[config.mk]
export PLATFORM = sky130hd
export DESIGN_NAME = eq_vector_driver
export DESIGN_NICKNAME = d
export VERILOG_FILES = /design/src/rtl/eq_vector_driver_pkg.sv /design/src/rtl/eq_vector_driver_dwell_timer.sv /design/src/rtl/eq_vector_driver.sv
export SDC_FILE = /design/constraint.sdc
export NUM_CORES = 1
export LEC_CHECK = 0
export ABC_AREA = 1
export BUFFER_PORTS_ARGS = -buffer_cell sky130_fd_sc_hd__buf_2
export CAP_MARGIN = 20
export CORE_MARGIN = 8
export CORE_UTILIZATION = 55
export DETAILED_ROUTE_END_ITERATION = 10
export PLACE_DENSITY = 0.79
export SYNTH_ARGS = -nofsm -noshare
export SYNTH_HDL_FRONTEND = slang
export SYNTH_SLANG_ARGS = --single-unit
[constraint.sdc]
create_clock -name clk -period 4.3 [get_ports clk]
set_clock_uncertainty 0.15 [all_clocks]
set_input_delay 0.215 -clock clk [delete_from_list [all_inputs] [get_ports clk]]
set_output_delay 0.215 -clock clk [all_outputs]
set_load 0.005 [all_outputs]
[src/rtl/eq_vector_driver_pkg.sv]
// Shared types for the equality-comparator sweep driver.
// State encodings are fixed so the debug output decodes the same on every build.
package eq_vector_driver_pkg;

  typedef enum logic [1:0] {
    ST_IDLE  = 2'd0,
    ST_DRIVE = 2'd1,
    ST_CHECK = 2'd2,
    ST_DONE  = 2'd3
  } state_t;

  // Width of the dwell counter for a given settle time (holds SETTLE_CYCLES-1).
  function automatic int dwell_width(input int settle_cycles);
    return $clog2(settle_cycles) + 1;
  endfunction

endpackage

[src/rtl/eq_vector_driver_dwell_timer.sv]
// Loadable down-counter that paces how long each vector is held before sampling.
// Load has priority; the count stops at zero until reloaded.
module eq_dwell_timer #(
  parameter int TW = 3
) (
  input  logic          clk,
  input  logic          reset_n,
  input  logic          load,
  input  logic [TW-1:0] value,
  output logic          zero
);

  logic [TW-1:0] cnt_q;
  logic [TW-1:0] cnt_d;

  always_comb begin
    cnt_d = cnt_q;
    if (load) begin
      cnt_d = value;
    end else if (cnt_q != '0) begin
      cnt_d = cnt_q - 1'b1;
    end
  end

  always_ff @(posedge clk or negedge reset_n) begin
    if (!reset_n) begin
      cnt_q <= '0;
    end else begin
      cnt_q <= cnt_d;
    end
  end

  assign zero = (cnt_q == '0);

endmodule

[src/rtl/eq_vector_driver.sv]
// Drives every {a,b} pair into an equality comparator, checks eq_in against a==b,
// counts mismatches and captures the first failing vector.
module eq_vector_driver
  import eq_vector_driver_pkg::*;
#(
  parameter int WIDTH         = 2,
  parameter int SETTLE_CYCLES = 4
) (
  input  logic               clk,
  input  logic               reset_n,
  input  logic               start,
  input  logic               eq_in,
  output logic [WIDTH-1:0]   a_out,
  output logic [WIDTH-1:0]   b_out,
  output logic               busy,
  output logic               done,
  output logic               pass,
  output logic [2*WIDTH:0]   err_count,
  output logic               fail_valid,
  output logic [WIDTH-1:0]   fail_a,
  output logic [WIDTH-1:0]   fail_b,
  output state_t             state_dbg
);

  localparam int VW = 2 * WIDTH;
  localparam int EW = 2 * WIDTH + 1;
  localparam int TW = dwell_width(SETTLE_CYCLES);
  localparam logic [VW-1:0] V_LAST     = '1;
  localparam logic [TW-1:0] DWELL_INIT = TW'(SETTLE_CYCLES - 1);

  state_t          state_q, state_d;
  logic [VW-1:0]   v_q, v_d;
  logic [EW-1:0]   err_q, err_d;
  logic            fail_valid_q, fail_valid_d;
  logic [WIDTH-1:0] fail_a_q, fail_a_d;
  logic [WIDTH-1:0] fail_b_q, fail_b_d;
  logic            busy_q, busy_d;
  logic            done_q, done_d;
  logic            pass_q, pass_d;
  logic            dwell_load;
  logic            dwell_zero;
  logic            mismatch;

  eq_dwell_timer #(.TW(TW)) u_dwell (
    .clk     (clk),
    .reset_n (reset_n),
    .load    (dwell_load),
    .value   (DWELL_INIT),
    .zero    (dwell_zero)
  );

  assign mismatch = eq_in ^ (v_q[VW-1:WIDTH] == v_q[WIDTH-1:0]);

  always_comb begin
    state_d      = state_q;
    v_d          = v_q;
    err_d        = err_q;
    fail_valid_d = fail_valid_q;
    fail_a_d     = fail_a_q;
    fail_b_d     = fail_b_q;
    busy_d       = busy_q;
    done_d       = done_q;
    pass_d       = pass_q;
    dwell_load   = 1'b0;
    case (state_q)
      ST_IDLE, ST_DONE: begin
        if (start) begin
          state_d      = ST_DRIVE;
          v_d          = '0;
          dwell_load   = 1'b1;
          err_d        = '0;
          fail_valid_d = 1'b0;
          fail_a_d     = '0;
          fail_b_d     = '0;
          busy_d       = 1'b1;
          done_d       = 1'b0;
          pass_d       = 1'b0;
        end
      end
      ST_DRIVE: begin
        if (dwell_zero) begin
          state_d = ST_CHECK;
        end
      end
      ST_CHECK: begin
        if (mismatch) begin
          err_d = err_q + 1'b1;
          if (!fail_valid_q) begin
            fail_valid_d = 1'b1;
            fail_a_d     = v_q[VW-1:WIDTH];
            fail_b_d     = v_q[WIDTH-1:0];
          end
        end
        if (v_q == V_LAST) begin
          state_d = ST_DONE;
          busy_d  = 1'b0;
          done_d  = 1'b1;
          // Uses the post-update count so a mismatch on the final vector is seen.
          pass_d  = (err_d == '0);
        end else begin
          state_d    = ST_DRIVE;
          v_d        = v_q + 1'b1;
          dwell_load = 1'b1;
        end
      end
      default: state_d = ST_IDLE;
    endcase
  end

  always_ff @(posedge clk or negedge reset_n) begin
    if (!reset_n) begin
      state_q      <= ST_IDLE;
      v_q          <= '0;
      err_q        <= '0;
      fail_valid_q <= 1'b0;
      fail_a_q     <= '0;
      fail_b_q     <= '0;
      busy_q       <= 1'b0;
      done_q       <= 1'b0;
      pass_q       <= 1'b0;
    end else begin
      state_q      <= state_d;
      v_q          <= v_d;
      err_q        <= err_d;
      fail_valid_q <= fail_valid_d;
      fail_a_q     <= fail_a_d;
      fail_b_q     <= fail_b_d;
      busy_q       <= busy_d;
      done_q       <= done_d;
      pass_q       <= pass_d;
    end
  end

  assign a_out      = v_q[VW-1:WIDTH];
  assign b_out      = v_q[WIDTH-1:0];
  assign busy       = busy_q;
  assign done       = done_q;
  assign pass       = pass_q;
  assign err_count  = err_q;
  assign fail_valid = fail_valid_q;
  assign fail_a     = fail_a_q;
  assign fail_b     = fail_b_q;
  assign state_dbg  = state_q;

endmodule
==> metrics.txt <==
Final Hold Viols 0; hold_ws 0.200 ns; clk sinks 22; worst skew pair latency roughly 0.30 ns; GR Util met3 0.0442; Synth warnings 0; Yosys reg bits 22; final setup TNS 0 ns; Final Cycle Share 0.448; critical path launch point type flip-flop; worst path required time 4.35 ns; Yosys cell types 20; Via density 5.35; GRT Total Usage 0.136; fin crit period 1.93 ns; Max VDD drop 0.417 mV; maxcap violations 0; post-cts repair resize count 0; Final Power 0.000845 W; post-route cell area between 0.001 and 0.0015 mm²; Slew headroom 0.669; fmax 519 MHz; drt initial violations 63; Die X about 63 µm; met2 usage 0.236; Die ar. 0.00400 mm²; Post-CTS Setup Inserts 0; dpl hpwl 2060 µm; largest net degree at the start of global routing 23; core box area 0.00217 mm²; final worst slack 2.37 ns; Avg Cell Area, Syn 7.98 µm²; detailed-route wire length approximately 2700 µm; Arr. time, crit path between 1.5 and 2 ns; # setup viols final 0; vias in the first global route about 1100; Initial Util 0.566; Leakage around 0.78 nW; drt pass-1 iters 4; routability cong. ~0.87; M1 GR Usage 0.156; RSZ-0062 raised after global routing false; Root Buffer clkbuf_4; clk buf depth 2; pre-CTS WS 2.41 ns; initial antenna violation count 0; n_diodes 0; WHS Path Cells 4; Min-Delay Path Class in -> reg; IO Port Bufs 22; Worst-Margin Slew 0.497 ns; Crit Path Max Fanout 7; CTS buffer count 3; Area growth syn-to-layout 15.6%; first-pass GRT wire length ~4600 µm; pwr dens 595 mW/mm²; Reg clk slew, reported paths 0.12 ns; TritonCTS clock tree built; Netlist Area Pre-Place 0.00123 mm²; CTS H-Tree Depth 1; GR peak layer met2; DP Area roughly 0.0014 mm²; IO Pins 23; FP Rows 17; DRC Markers 0; register area share after synthesis 0.448; DR vias 1118; critical path class reg -> reg; post-DR wirelength/cell ~13 µm; Post-Synthesis Cells ~150; fraction of layout cells with a size suffix above 1 0.166; nets@finish 193; total gr overflow 0; worst-case reg-to-reg path depth 9; status complete, no violations; Final Max Slew Viols 0; Net Count, Synth 165; Die Height about 63 µm; DRT antenna net count 0; critical path endpoint category flip-flop
-- final timing paths --
path	startpoint	to	slack, ns
worst max register to register	state_dbg[0]$_DFFE_PN0P_	v_q[3]$_DFFE_PN0P_	2.37
max in group asynchronous	reset_n	busy$_DFFE_PN0P_	3.41
worst min register to register	fail_b[0]$_DFFE_PN0P_	fail_b[0]$_DFFE_PN0P_	0.34
worst min-delay path	start	err_count[3]$_DFFE_PN0P_	0.20
worst max-delay path	state_dbg[0]$_DFFE_PN0P_	v_q[3]$_DFFE_PN0P_	2.37
min in group asynchronous	reset_n	fail_a[1]$_DFFE_PN0P_	0.26
-- cell families after synthesis --
family | share of synthesized area
simple gates | 0.278
buf+inv | 0.0672
flops | 0.448
compound gates | 0.0927
fa+ha+maj | 0.0713
xor+xnor | 0.0428
-- metrics by stage --
| stage | instances | utilization |
|---|---|---|
| 2_1_floorplan | 154 | - |
| 5_1_grt | 209 | 0.655 |
| 4_1_cts | 209 | 0.655 |
| 3_3_place_gp | 204 | 0.633 |
| 3_5_place_dp | 204 | 0.633 |
| 6_report | 209 | 0.655 |
-- routing by layer --
metal / vias up / routed length, µm
met5: - / 0
li1: 552 / -
met1: 546 / 1210
met2: 18 / 1330
met3: 2 / 125
met4: 0 / 11
-- repair_timing --
item	CTS	global route
endpoints found under the hold margin	22	0
endpoints found under the setup margin	0	0
hold buffers	1	0
-- sequential cells by signal (all words and copies together), names as in the netlist --
signal         cells
v_q                4
u_dwell.cnt_q      3
state_dbg          2
pass               1
fail_valid         1
err_count          5
fail_a             2
busy               1
done               1
fail_b             2
-- synth_stat cells, drive strengths merged --
master   n  area, µm²
nand3   23        120
a21oi    5       25.0
nand2   44        165
ha       7       87.6
nor2    11       51.3
xor2     4       35.0
o31ai    1       7.51
a32o     1       10.0
dfrtp   22        551
o21ai    8       51.3
xnor2    2       17.5
nor3     1       5.00
o22ai    2       12.5
o211ai   1       7.51
inv     22       82.6
-- cells in the final DEF (no fill, tap or decap), drive strengths merged, types with 2 or more instances in the layout --
master,Yosys,layout
inv,22,22
o22ai,2,2
o21ai,8,8
a21oi,5,5
nor2,11,11
xor2,4,4
dfrtp,22,22
nand2,44,44
nand3,23,23
buf,0,22
xnor2,2,2
ha,7,7
clkbuf,0,4
-- worst max-delay path: stages (launching register included) --
cell,delay (ns)
dfrtp_1,0.43
inv_1,0.06
ha_1,0.28
nand2_1,0.11
nor2_1,0.04
nor2_1,0.17
inv_1,0.08
nor2_1,0.16
inv_1,0.11
o31ai_1,0.24
-- power by group --
group	internal, W	switching (W)	total (W)
Combinational	0.000156	0.000266	0.000423
Clock	0.0000516	0.0000592	0.000111
Sequential	0.000261	0.0000506	0.000312
Total	0.000469	0.000376	0.000845
-- cell type report --
type / count / area, µm²
fillers: 204 / 749
multi-input cells: 110 / 596
flip-flops and latches: 22 / 551
repair buffers: 23 / 120
inverters: 22 / 82.6
clock buffers: 4 / 36.3
well taps: 28 / 35.0
Power figures use the tool's default switching activity.
